--- config.mk ---
export PLATFORM = sky130hd
export DESIGN_NAME = sgb_joypad_mux_flat
export DESIGN_NICKNAME = d
export VERILOG_FILES = /design/src/rtl/sgb_joypad_mux_if.sv /design/src/rtl/sgb_joypad_mux.sv /design/src/flat_wrapper.sv
export SDC_FILE = /design/constraint.sdc
export NUM_CORES = 1
export LEC_CHECK = 0
export ABC_CLOCK_PERIOD_IN_PS = 2180
export CAP_MARGIN = 20
export CELL_PAD_IN_SITES_DETAIL_PLACEMENT = 1
export CELL_PAD_IN_SITES_GLOBAL_PLACEMENT = 2
export CORE_MARGIN = 4
export CORE_UTILIZATION = 20
export CTS_CLUSTER_DIAMETER = 40
export DETAILED_ROUTE_END_ITERATION = 6
export GPL_TIMING_DRIVEN = 0
export PLACE_DENSITY_LB_ADDON = 0.1
export SETUP_SLACK_MARGIN = 0.2
export SLEW_MARGIN = 20
export SYNTH_ARGS = -nofsm -noshare
export SYNTH_HDL_FRONTEND = slang
export SYNTH_SLANG_ARGS = --single-unit
--- constraint.sdc ---
create_clock -name clk -period 2.18 [get_ports clk]
set_clock_uncertainty 0.05 [all_clocks]
set_input_delay 0.436 -clock clk [delete_from_list [all_inputs] [get_ports clk]]
set_output_delay 0.436 -clock clk [all_outputs]
set_load 0.01 [all_outputs]
--- src/rtl/sgb_joypad_mux_if.sv ---
// Joypad-side bundle for sgb_joypad_mux: select lines, decoded nibble,
// per-player buttons, MLT_REQ mode and the current player index.
interface sgb_joypad_mux_if #(
    parameter int PLAYERS = 4,
    parameter int IDX_W   = 2
);
    logic                   clk_en;
    logic [1:0]             joy_p54;
    logic [3:0]             joy_din;
    logic [PLAYERS*8-1:0]   joy;
    logic [1:0]             mlt_req;
    logic [IDX_W-1:0]       player_idx;

    modport master (
        output clk_en,
        output joy_p54,
        output joy,
        output mlt_req,
        input  joy_din,
        input  player_idx
    );

    modport slave (
        input  clk_en,
        input  joy_p54,
        input  joy,
        input  mlt_req,
        output joy_din,
        output player_idx
    );
endinterface

--- src/rtl/sgb_joypad_mux.sv ---
// Multi-player SGB joypad front-end: P14/P15 nibble decode plus MLT_REQ player rotation.
// Optional feature macro SGB_JOY_SOCD_EN: per-player SOCD cleaning before decode.
module sgb_joypad_mux #(
    parameter int PLAYERS = 4,
    parameter int IDX_W   = 2
) (
    input  logic              clk,
    input  logic              reset,
    sgb_joypad_mux_if.slave   bus
);
    localparam int AW = IDX_W + 1;

    logic [1:0]       r_mlt_req;
    logic [1:0]       r_mlt_req_d;
    logic             r_p15;
    logic             r_p15_rise;
    logic [IDX_W-1:0] r_idx;
    logic [3:0]       r_joy_din;

    logic             w_mlt_chg;
    logic [AW-1:0]    w_mode;
    logic [AW-1:0]    w_active;
    logic [AW-1:0]    w_idx_inc;
    logic [7:0]       w_sel;
    logic [7:0]       w_b;
    logic [3:0]       w_nib;

    always_ff @(posedge clk) begin
        if (reset) begin
            r_mlt_req   <= '0;
            r_mlt_req_d <= '0;
        end else begin
            r_mlt_req   <= bus.mlt_req;
            r_mlt_req_d <= r_mlt_req;
        end
    end

    assign w_mlt_chg = (r_mlt_req != r_mlt_req_d);

    always_comb begin
        case (r_mlt_req)
            2'd1:    w_mode = AW'(2);
            2'd3:    w_mode = AW'(4);
            default: w_mode = AW'(1);
        endcase
        w_active = (w_mode > AW'(PLAYERS)) ? AW'(PLAYERS) : w_mode;
    end

    // Edge flag is registered, so the index moves one clk after the detecting sample.
    always_ff @(posedge clk) begin
        if (reset) begin
            r_p15      <= 1'b1;
            r_p15_rise <= 1'b0;
        end else begin
            r_p15_rise <= bus.clk_en & bus.joy_p54[1] & ~r_p15;
            if (bus.clk_en) begin
                r_p15 <= bus.joy_p54[1];
            end
        end
    end

    assign w_idx_inc = {1'b0, r_idx} + AW'(1);

    // An MLT_REQ change takes priority over a coincident P15 edge.
    always_ff @(posedge clk) begin
        if (reset) begin
            r_idx <= '0;
        end else if (w_mlt_chg || (w_active == AW'(1))) begin
            r_idx <= '0;
        end else if (r_p15_rise) begin
            r_idx <= (w_idx_inc >= w_active) ? '0 : w_idx_inc[IDX_W-1:0];
        end
    end

    always_comb begin
        w_sel = '0;
        for (int unsigned p = 0; p < PLAYERS; p++) begin
            if (r_idx == IDX_W'(p)) begin
                w_sel = bus.joy[p*8 +: 8];
            end
        end
    end

`ifdef SGB_JOY_SOCD_EN
    always_comb begin
        w_b = w_sel;
        if (w_sel[0] && w_sel[1]) begin
            w_b[1:0] = '0;
        end
        if (w_sel[2] && w_sel[3]) begin
            w_b[3:2] = '0;
        end
    end
`else
    assign w_b = w_sel;
`endif

    always_comb begin
        case (bus.joy_p54)
            2'b10:   w_nib = ~w_b[3:0];
            2'b01:   w_nib = ~w_b[7:4];
            2'b00:   w_nib = ~(w_b[3:0] | w_b[7:4]);
            default: w_nib = (w_active > AW'(1)) ? (4'hF - 4'(r_idx)) : 4'hF;
        endcase
    end

    always_ff @(posedge clk) begin
        if (reset) begin
            r_joy_din <= 4'hF;
        end else begin
            r_joy_din <= w_nib;
        end
    end

    assign bus.joy_din    = r_joy_din;
    assign bus.player_idx = r_idx;
endmodule

--- src/flat_wrapper.sv ---
// flat-port wrapper written by rule: the top's interface ports become plain ports
module sgb_joypad_mux_flat 
#(
    parameter int PLAYERS = 4,
    parameter int IDX_W   = 2
)
  (clk, reset, bus_clk_en, bus_joy_p54, bus_joy, bus_mlt_req, bus_joy_din, bus_player_idx);
  sgb_joypad_mux_if #(.PLAYERS(PLAYERS), .IDX_W(IDX_W)) bus_i ();
  input  logic clk;
  input  logic reset;
  input wire logic [$bits(bus_i.clk_en)-1:0] bus_clk_en;
  input wire logic [$bits(bus_i.joy_p54)-1:0] bus_joy_p54;
  input wire logic [$bits(bus_i.joy)-1:0] bus_joy;
  input wire logic [$bits(bus_i.mlt_req)-1:0] bus_mlt_req;
  output wire logic [$bits(bus_i.joy_din)-1:0] bus_joy_din;
  output wire logic [$bits(bus_i.player_idx)-1:0] bus_player_idx;
  assign bus_i.clk_en = bus_clk_en;
  assign bus_i.joy_p54 = bus_joy_p54;
  assign bus_i.joy = bus_joy;
  assign bus_i.mlt_req = bus_mlt_req;
  assign bus_joy_din = bus_i.joy_din;
  assign bus_player_idx = bus_i.player_idx;
  sgb_joypad_mux #(.PLAYERS(PLAYERS), .IDX_W(IDX_W)) u_core (.clk(clk), .reset(reset), .bus(bus_i));
endmodule
==> results of run 1 <==
-- cells in the final DEF, fill, tap and decap left out --
cell              n
o21a_1            1
a221oi_2          2
nor3_1            3
and2_1            1
dfxtp_2           2
nor2b_4           1
inv_1             7
nand2b_1          4
a22oi_1           6
and4b_1           1
nor4b_1           1
ha_1              8
nand2_1           5
o22ai_1           1
dfxtp_1          10
nor3b_1           1
and4_1            1
clkdlybuf4s50_1  44
o21ai_0           2
and3_1            1
a31oi_1           1
a221oi_1          1
buf_6             2
clkbuf_8          4
o221ai_1          4
a21oi_1           8
xnor2_1           1
buf_2             2
o32ai_1           2
nor2b_1           7
a211o_1           1
nor2_1            5
-- state kept, by name, indices dropped and copies added (netlist names) --
signal,cells
u_core.r_mlt_req,2
u_core.r_mlt_req_d,2
u_core.r_p15,1
u_core.bus.joy_din,4
u_core.bus.player_idx,2
u_core.r_p15_rise,1
-- worst paths after layout --
kind,to,slack [ns],cells after the start
worst min-delay path,u_core.r_p15_rise,0.37,1
worst min register to register,u_core.r_p15_rise,0.37,1
worst max-delay path,u_core.bus.player_idx[1],0.37,7
worst max register to register,u_core.bus.player_idx[1],0.37,7
-- cell families after synthesis --
kind of cell               Yosys count  share of synthesized area
xor gates and xnor gates             1                     0.0109
buffers and inverters               11                     0.0730
DFF                                 12                      0.298
AOI/OAI and AO/OA                   29                      0.267
adders and majority gates            8                      0.124
and+or+nand+nor                     31                      0.227
-- area by class of cell --
| type | count | area (sq um) | share of cell area |
|---|---|---|---|
| Buffer | 4 | 32.5 | 0.0239 |
| Timing Repair Buffer | 44 | 440 | 0.323 |
| Multi-Input combinational cell | 69 | 507 | 0.372 |
| Tap cell | 48 | 60.1 | 0.0440 |
| Clock buffer | 4 | 55.1 | 0.0404 |
| Sequential cell | 12 | 243 | 0.178 |
| Inverter | 7 | 26.3 | 0.0193 |
-- metrics by stage --
| stage | worst slack (ns) | total power, mW | hold WS, ns | utilization | std cells |
|---|---|---|---|---|---|
| final | 0.366 | 0.602 | 0.366 | 0.362 | 188 |
| after global routing | 0.252 | 0.632 | 0.405 | 0.362 | 188 |
| after CTS | 0.233 | 0.612 | 0.367 | 0.361 | 188 |
| after detailed placement | 0.238 | 0.365 | 0.355 | 0.346 | 184 |
| after global placement | 0.242 | 0.364 | 0.365 | 0.346 | 184 |
| after floorplan | 0.408 | 0.273 | 0.341 | - | 92 |
-- metal layers --
metal | GRT usage | wire length, um | part of all wire
met4 | 0.0125 | 0 | 0
met1 | 0.143 | 1240 | 0.46
met2 | 0.174 | 1230 | 0.46
met5 | 0 | 0 | 0
met3 | 0.0393 | 200 | 0.075
-- power by group --
part	switching (mW)	internal, mW	leakage [nW]
clock network	0.0822	0.159	0.0288
logic	0.0383	0.0874	0.413
registers	0.00470	0.230	0.100
total	0.125	0.477	0.542
-- timing repair --
action,in CTS,in global routing
setup endpoints to repair,0,2
hold endpoints to repair,0,0
gates resized for setup,0,2
==> reports/metrics.cfg, run 1 <==
[route]
routed_via_density = 4.43
detail_route.first_pass.iterations = 4
post_route_wl_um = 2670
final_antenna_net_count = 0
detailroute.via_count = 832
detailedRoute.firstIterationViolations = 22
detail_route.drc_violations = 0
routed_wire_length_per_instance_um = 14.2

[power_and_ir_drop]
max-vdd-ir-drop_mv = 0.422
power.density_cell_area_mw_per_mm2 = 441
leakage_nw = 0.542

[critical_path]
critPathSlowestCell = dfxtp_2
cp_slowest_stage_delay_ns = 0.40
crit_path_cell_trace = inv_1 -> ha_1 -> ha_1 -> nand2_1 -> o21ai_0 -> o22ai_1 -> and2_1
cp_data_arrival_time_ns = 1.90
cp-start-kind = flip-flop
path_max_fanout = 7
critPathLaunch = u_core.bus.player_idx[0]
path_buf_inv = 1
critical_path.top_delay_family = adder cells
path_common_cell = ha_1
worst-setup-path-type = flip-flop to flip-flop
critical_path.endpoint_type = flip-flop
regToRegStartpoint = u_core.bus.player_idx[0]
required_ns = 2.26

[global_route]
global_route.usage.total = 0.109
grt_antenna_before_repair = 0
remaining_global_route_overflow = 0
grt_start_max_net_pins = 11
global_route_wire_length_before_repair_um = 4430
via_count_of_the_first_global_routing_pass = 900

[finish]
final_nets = 188
syn_to_layout_area_delta_pct = 69.3
n_fill_cell = 438
post_route_cells_drive_above_1_share = 0.0929
antenna_cells = 0
final_area_sq_mm = 0.00136

[floorplanning]
die_h_um = 71.5
die_x_um = 71.5
initial_utilization = 0.214
num_io_pins = 45
core-area_sq_mm = 0.00377
die_area_sq_mm = 0.00511
num_rows = 22

[worst_hold_path]
min-delay-start = u_core.r_p15
worstHoldPathType = flip-flop to flip-flop

[placement]
detailedPlacementHpwl_um = 2240
buffer_ports.inserted = 44
gp_congestion = 0.775
placed_area_sq_mm = 0.00131

[clock_tree]
holdBufCountCts = 0
cts-buffers-inserted = 3
clkTransAtPathRegs_ns = 0.05
clk_path_buf_depth = 2
clock_insertion_delay_worst_skew_ns = 0.24
clock_tree_from_tritoncts = done
cts.sinks = 12
root_buffer = clkbuf_8
post-cts-setup-buffer-count = 0
cts_max_level = 1

[synthesis]
synth_nets = 139
synthesis.area_sq_um = 806
most_used_flip_flop_cell_after_synthesis = dfxtp_1
synth-edff-count = 0
synth_seq_area_share = 0.298
ys_types = 29
yosysTopAreaCell = dfxtp_1
synth.most_common_cell = dfxtp_1
synthesis.area_per_instance_sq_um = 8.76
yosys-top-cells-area = dfxtp_1, ha_1, a22oi_1
synthesized_netlist_cell_count = 92
yosysWarningCount = 0
synthTopCellsByCount = dfxtp_1, a21oi_1, ha_1, inv_1, nor2b_1
ys_ff_latch = 12
synthDominantCellAreaShare = 0.298
async_reset_ff_frac = 0

[sta]
final_max_slew_viol_count = 0
fmaxAchievable_mhz = 551
fin_tns_setup_ns = 0
rsz0062_at_grt = no
final_worst_path_period_need_ns = 1.81
hold_viol_final = 0
max_slew_margin = 0.778
setup_viol_count_final = 0
final_min_period_over_clock_period = 0.832
timing_worst_slew_pin_value_ns = 0.330

[run]
max-cap-violations = 0

[run_status]
outcome = finished, final reports clean

Note: power is estimated with default switching activity, not from simulation.
==> run 2: changes to the inputs <==
--- a/config.mk
+++ b/config.mk
@@ -5,7 +5,7 @@
 export SDC_FILE = /design/constraint.sdc
 export NUM_CORES = 1
 export LEC_CHECK = 0
-export ABC_CLOCK_PERIOD_IN_PS = 2180
+export ABC_CLOCK_PERIOD_IN_PS = 1800
 export CAP_MARGIN = 20
 export CELL_PAD_IN_SITES_DETAIL_PLACEMENT = 1
 export CELL_PAD_IN_SITES_GLOBAL_PLACEMENT = 2
==> constraint.sdc (replaced) <==
create_clock -name clk -period 1.8 [get_ports clk]
set_clock_uncertainty 0.05 [all_clocks]
set_input_delay 0.36 -clock clk [delete_from_list [all_inputs] [get_ports clk]]
set_output_delay 0.36 -clock clk [all_outputs]
set_load 0.01 [all_outputs]
==> run 2 against run 1 <==
Compared with the run above:
- sequential cell count did not move
- die area did not move
- combinational power rose by 33%
- sequential power rose by 20%
- cell count rose by 1.1%
- first-iteration DRC count fell by 9.1%
- routed wire length rose by 13%
- maximum frequency rose by 17%
- critical endpoint is now u_core.bus.player_idx[0]
- largest cell class unchanged
- largest power group is now registers
==> reports/metrics.cfg, run 2 (synthesized netlist as in run 1, its figures left out) <==
[run_status]
outcome = finished, final reports clean

[finish]
layout.cells.non_filler = 190  ; +1.1%
final_nets = 190  ; +1.1%
syn_to_layout_area_delta_pct = 87.0
layout_common_cells = clkdlybuf4s50_1, dfxtp_1, a21oi_1, nor2b_1
n_fill_cell = 424  ; -3.2%
post_route_cells_drive_above_1_share = 0.218  ; +0.125
antenna_cells = 0  ; unchanged
layout.cells.most_common = clkdlybuf4s50_1
flip_flop_count_of_the_largest_register_all_copies_and_words_added = 4  ; unchanged
final_area_sq_mm = 0.00151  ; +10%

[floorplanning]
initial_utilization = 0.214  ; unchanged
num_io_pins = 45  ; unchanged
die_area_sq_mm = 0.00511  ; unchanged
num_rows = 22  ; unchanged
die_h_um = 71.5  ; unchanged
core-area_sq_mm = 0.00377  ; unchanged
die_x_um = 71.5  ; unchanged

[power_and_ir_drop]
power.density_cell_area_mw_per_mm2 = 473  ; +7.1%
leakage_nw = 0.598  ; +10%
max-vdd-ir-drop_mv = 0.276  ; -35%
design_power_total_mw = 0.712  ; +18%

[critical_path]
path_max_fanout = 6  ; -1
required_ns = 1.93  ; -0.33 ns
worst-r2r-setup-slack_ns = 0.25  ; -0.11 ns
crit_path_cell_trace = ha_2 -> ha_4 -> a21oi_2 -> o21ai_2 -> nor3b_1 -> o21a_1
r2r_cells = 6  ; -1
worst-setup-path-type = flip-flop to flip-flop
critPathSlowestCell = dfxtp_4
cp-start-kind = flip-flop
regToRegStartpoint = u_core.bus.player_idx[1]
critical_path.endpoint_type = flip-flop
cp_slowest_stage_delay_ns = 0.39  ; about the same
critical_path.top_delay_family = adder cells
path_buf_inv = 0  ; -1
cp_data_arrival_time_ns = 1.68  ; -0.22 ns
worst_r2r_endpoint = u_core.bus.player_idx[0]

[route]
final_antenna_net_count = 0  ; unchanged
top_layer_used_by_detailed_routing = met4
routed_wire_length_per_instance_um = 15.9  ; +12%
routed_via_density = 4.59  ; +3.7%
wl_met3_um = 149  ; -26%
wirelength_met1_um = 1360  ; +10%
post_route_wl_um = 3020  ; +13%
detail_route.drc_violations = 0  ; unchanged
detail_route.first_pass.iterations = 2  ; -2
detailroute.via_count = 872  ; +4.8%
metal2_wl_um = 1480  ; +20%
detailedRoute.firstIterationViolations = 20  ; -9.1%

[clock_tree]
clk_path_buf_depth = 2  ; unchanged
cts-buffers-inserted = 3  ; unchanged
clock_insertion_delay_worst_skew_ns = 0.24  ; about the same
clkTransAtPathRegs_ns = 0.06  ; about the same
clock_tree_from_tritoncts = done
cts_max_level = 1  ; unchanged
holdBufCountCts = 0  ; unchanged
root_buffer = clkbuf_8
cts.sinks = 12  ; unchanged

[placement]
buffer_ports.inserted = 44  ; unchanged
pre_cts_ws_ns = -0.0710  ; -0.309 ns
gp_congestion = 0.706  ; -8.8%
detailedPlacementHpwl_um = 2280  ; +1.5%
placedCellCount = 184  ; unchanged
placed_area_sq_mm = 0.00131  ; +0.38%

[sta]
rsz0062_at_grt = yes
final_worst_path_period_need_ns = 1.55  ; -0.265 ns
hold_viol_final = 0  ; unchanged
timing_worst_slew_pin_value_ns = 0.358  ; +0.0281 ns
final_max_slew_viol_count = 0  ; unchanged
max_slew_margin = 0.758  ; -0.0204
setup_viol_count_final = 0  ; unchanged
worst_hold_slack_ns = 0.412  ; +0.0461 ns
final_critical_path_setup_slack_ns = 0.251  ; -0.115 ns
final_min_period_over_clock_period = 0.860  ; +0.0283
fmaxAchievable_mhz = 646  ; +17%

[global_route]
global_route.usage.total = 0.117  ; +0.00805
global_route_wire_length_before_repair_um = 4640  ; +4.7%
via_count_of_the_first_global_routing_pass = 903  ; +0.33%
grt_antenna_before_repair = 0  ; unchanged
grt_start_max_net_pins = 11  ; unchanged
remaining_global_route_overflow = 0  ; unchanged

[worst_hold_path]
min-delay-start = u_core.r_p15
worstHoldPathType = flip-flop to flip-flop
sink_of_the_worst_hold_path = u_core.r_p15_rise
hold_path_depth = 1  ; unchanged

[run]
max-cap-violations = 0  ; unchanged

[run 2: metal layers]
| metal | global-route usage | vias up |
|---|---|---|
| met3 | 0.0323 | 5 |
| met1 | 0.153 | 404 |
| li1 | - | 439 |
| met4 | 0.0313 | 0 |
| met2 | 0.187 | 24 |
| met5 | 0 | - |
[run 2: worst max-delay path by stage]
stage | from | endpoint | slack [ns] | depth (start not counted)
after floorplan | u_core.bus.player_idx[0] | u_core.bus.player_idx[1] | 0.22 | 7
after global placement | reset | u_core.bus.joy_din[3] | -0.07 | 6
after detailed placement | reset | u_core.bus.joy_din[3] | -0.07 | 6
after CTS | u_core.bus.player_idx[0] | u_core.bus.player_idx[0] | 0.21 | 7
after global routing | u_core.bus.player_idx[0] | u_core.bus.joy_din[1] | 0.18 | 6
final | u_core.bus.player_idx[1] | u_core.bus.player_idx[0] | 0.25 | 6
[run 2: area by class of cell]
type,instances,area [sq um],area share
Sequential cell,12,248,0.164
Tap cell,48,60.1,0.0399
Multi-Input combinational cell,69,623,0.414
Buffer,4,37.5,0.0249
Clock buffer,4,45.0,0.0299
Inverter,7,28.8,0.0191
Timing Repair Buffer,46,464,0.308
[run 2: power breakdown]
group	internal, mW	total (mW)	switching [mW]
logic	0.114	0.168	0.0537
registers	0.275	0.281	0.00603
clock network	0.156	0.263	0.107
total	0.546	0.712	0.166
[run 2: what timing repair did]
action                                  4_1_cts  5_1_grt
pin swaps                                     4        5
endpoints found under the setup margin        5        8
gates resized for setup                       8       20
buffers inserted                              1        1
cloned                                        0        0
[run 2: through the flow]
step | util | TNS (ns)
3_5_place_dp | 0.348 | -0.137
6_report | 0.399 | 0
2_1_floorplan | - | 0
4_1_cts | 0.370 | 0
5_1_grt | 0.399 | 0
3_3_place_gp | 0.348 | -0.130
[run 2: worst register-to-register path: cells and delay by family (launching register included)]
family          cells  cell delay, ns
compound gates      3            0.37
fa+ha+maj           2            0.49
flops               1            0.39
simple gates        1            0.20
==> run 3: changes to the inputs <==
--- a/config.mk
+++ b/config.mk
@@ -13,7 +13,9 @@
 export CORE_UTILIZATION = 20
 export CTS_CLUSTER_DIAMETER = 40
 export DETAILED_ROUTE_END_ITERATION = 6
+export GPL_ROUTABILITY_DRIVEN = 0
 export GPL_TIMING_DRIVEN = 0
+export MAX_ROUTING_LAYER = met4
 export PLACE_DENSITY_LB_ADDON = 0.1
 export SETUP_SLACK_MARGIN = 0.2
 export SLEW_MARGIN = 20
==> run 3 against run 2 <==
Compared with the run above:
- maximum frequency about the same
- critical endpoint unchanged
- die area did not move
- largest cell class unchanged
- global-route usage grew 0.34 points
- setup slack about the same
- clock power barely moved
- total power about the same
- non-clock buffer count stayed put
==> reports/metrics.cfg, run 3 (synthesized netlist as in run 1, its figures left out) <==
[placement]
buffer_ports.inserted = 44  ; unchanged
detailedPlacementHpwl_um = 2280  ; unchanged

[power_and_ir_drop]
intPower_mw = 0.546  ; about the same
design_power_total_mw = 0.712  ; about the same
clkPwrFrac = 0.369  ; about the same
p_seq_frac = 0.395  ; about the same
power.net_switching_mw = 0.166  ; about the same
power.share.combinational = 0.235  ; about the same
power.density_cell_area_mw_per_mm2 = 473  ; about the same
switching_portion_of_total_power = 0.234  ; about the same
leakage_nw = 0.598  ; unchanged
max-vdd-ir-drop_mv = 0.275  ; -0.11%

[critical_path]
critical_path.top_delay_family = adder cells
path_buf_inv = 0  ; unchanged
critPathSlowestCell = dfxtp_4
critical_path.endpoint_type = flip-flop
worst-setup-path-type = flip-flop to flip-flop
path_max_fanout = 6  ; unchanged
cp_data_arrival_time_ns = 1.68  ; about the same
crit_path_cell_trace = ha_2 -> ha_4 -> a21oi_2 -> o21ai_2 -> nor3b_1 -> o21a_1
cp_slowest_stage_delay_ns = 0.39  ; about the same
cp-start-kind = flip-flop
required_ns = 1.93  ; about the same

[clock_tree]
clk_path_buf_depth = 2  ; unchanged
clock_tree_from_tritoncts = done
clock_insertion_delay_worst_skew_ns = 0.24  ; about the same
holdBufCountCts = 0  ; unchanged
root_buffer = clkbuf_8
cts.sinks = 12  ; unchanged
clkTransAtPathRegs_ns = 0.06  ; about the same
cts-buffers-inserted = 3  ; unchanged
cts_max_level = 1  ; unchanged

[global_route]
grt_antenna_before_repair = 0  ; unchanged
via_count_of_the_first_global_routing_pass = 903  ; unchanged
global_route.usage.total = 0.120  ; +0.00343
grt_start_max_net_pins = 11  ; unchanged
global_route_wire_length_before_repair_um = 4640  ; unchanged
remaining_global_route_overflow = 0  ; unchanged

[floorplanning]
initial_utilization = 0.214  ; unchanged
num_io_pins = 45  ; unchanged
num_rows = 22  ; unchanged
core-area_sq_mm = 0.00377  ; unchanged
die_x_um = 71.5  ; unchanged
die_h_um = 71.5  ; unchanged
die_area_sq_mm = 0.00511  ; unchanged

[sta]
hold_viol_final = 0  ; unchanged
worst_hold_slack_ns = 0.415  ; +0.00272 ns
max_slew_margin = 0.757  ; -0.00116
setup_viol_count_final = 0  ; unchanged
final_max_slew_viol_count = 0  ; unchanged
rsz0062_at_grt = yes
fin_tns_setup_ns = 0  ; unchanged
final_worst_path_period_need_ns = 1.55  ; -0.0000350 ns
timing_worst_slew_pin_value_ns = 0.360  ; +0.00172 ns
fmaxAchievable_mhz = 646  ; about the same
final_min_period_over_clock_period = 0.860  ; about the same

[route]
detail_route.drc_violations = 0  ; unchanged
post_route_wl_um = 3020  ; unchanged
detail_route.first_pass.iterations = 2  ; unchanged
routed_via_density = 4.58  ; -0.23%
detailroute.via_count = 870  ; -0.23%
final_antenna_net_count = 0  ; unchanged
detailedRoute.firstIterationViolations = 20  ; unchanged
routed_wire_length_per_instance_um = 15.9  ; unchanged

[finish]
antenna_cells = 0  ; unchanged
layout_common_cells = clkdlybuf4s50_1, dfxtp_1, a21oi_1, nor2b_1
final_nets = 190  ; unchanged
layout.cells.most_common = clkdlybuf4s50_1
flip_flop_count_of_the_largest_register_all_copies_and_words_added = 4  ; unchanged
layout.core_utilization = 0.399  ; unchanged
syn_to_layout_area_delta_pct = 87.0  ; unchanged
post_route_cells_drive_above_1_share = 0.218  ; unchanged

[run]
max-cap-violations = 0  ; unchanged

[worst_hold_path]
worstHoldPathType = flip-flop to flip-flop

[run_status]
outcome = finished, final reports clean

==> run 3: cell counts in the layout (fill, tap and decap cells not counted) <==
No cell type changed its count.
==> run 3: path summary, 6_finish.rpt <==
kind	start	end	slack, ns	cells after the start
min	u_core.r_p15	u_core.r_p15_rise	0.41	1
max reg2reg	u_core.bus.player_idx[1]	u_core.bus.player_idx[0]	0.25	6
max	u_core.bus.player_idx[1]	u_core.bus.player_idx[0]	0.25	6
min reg2reg	u_core.r_p15	u_core.r_p15_rise	0.41	1
==> run 3: repair_timing <==
item / 4_1_cts / 5_1_grt
pin swaps: 4 / 5
resized for setup: 8 / 20
setup buffers: 1 / 1
endpoints found under the setup margin: 5 / 8
==> run 3: stage by stage <==
| step | worst slack (ns) | cell area, sq um | instances |
|---|---|---|---|
| finish | 0.251 | 1510 | 190 |
| global route | 0.184 | 1510 | 190 |
| CTS | 0.206 | 1390 | 189 |
| detailed placement | -0.0710 | 1310 | 184 |
| global placement | -0.0661 | 1310 | 184 |
| floorplan | 0.218 | 811 | 92 |
==> run 3: cell type report <==
class,count,area (sq um)
Buffer,4,37.5
Clock buffer,4,45.0
Fill cell,424,2260
Inverter,7,28.8
Multi-Input combinational cell,69,623
Sequential cell,12,248
Tap cell,48,60.1
Timing Repair Buffer,46,464
==> run 3: power by group through the flow <==
stage          clock network, mW  logic [mW]  registers (mW)
2_1_floorplan                  0      0.0396           0.290
3_3_place_gp                   0       0.151           0.288
3_5_place_dp                   0       0.152           0.288
4_1_cts                    0.272       0.155           0.281
5_1_grt                    0.292       0.180           0.283
6_report                   0.263       0.168           0.281
==> run 3: per-layer routing <==
| metal | GRT usage | up-vias | part of all wire |
|---|---|---|---|
| met5 | - | - | 0 |
| met4 | 0.0313 | 0 | 0.011 |
| met2 | 0.187 | 24 | 0.49 |
| li1 | - | 439 | - |
| met3 | 0.0295 | 5 | 0.045 |
| met1 | 0.155 | 402 | 0.45 |
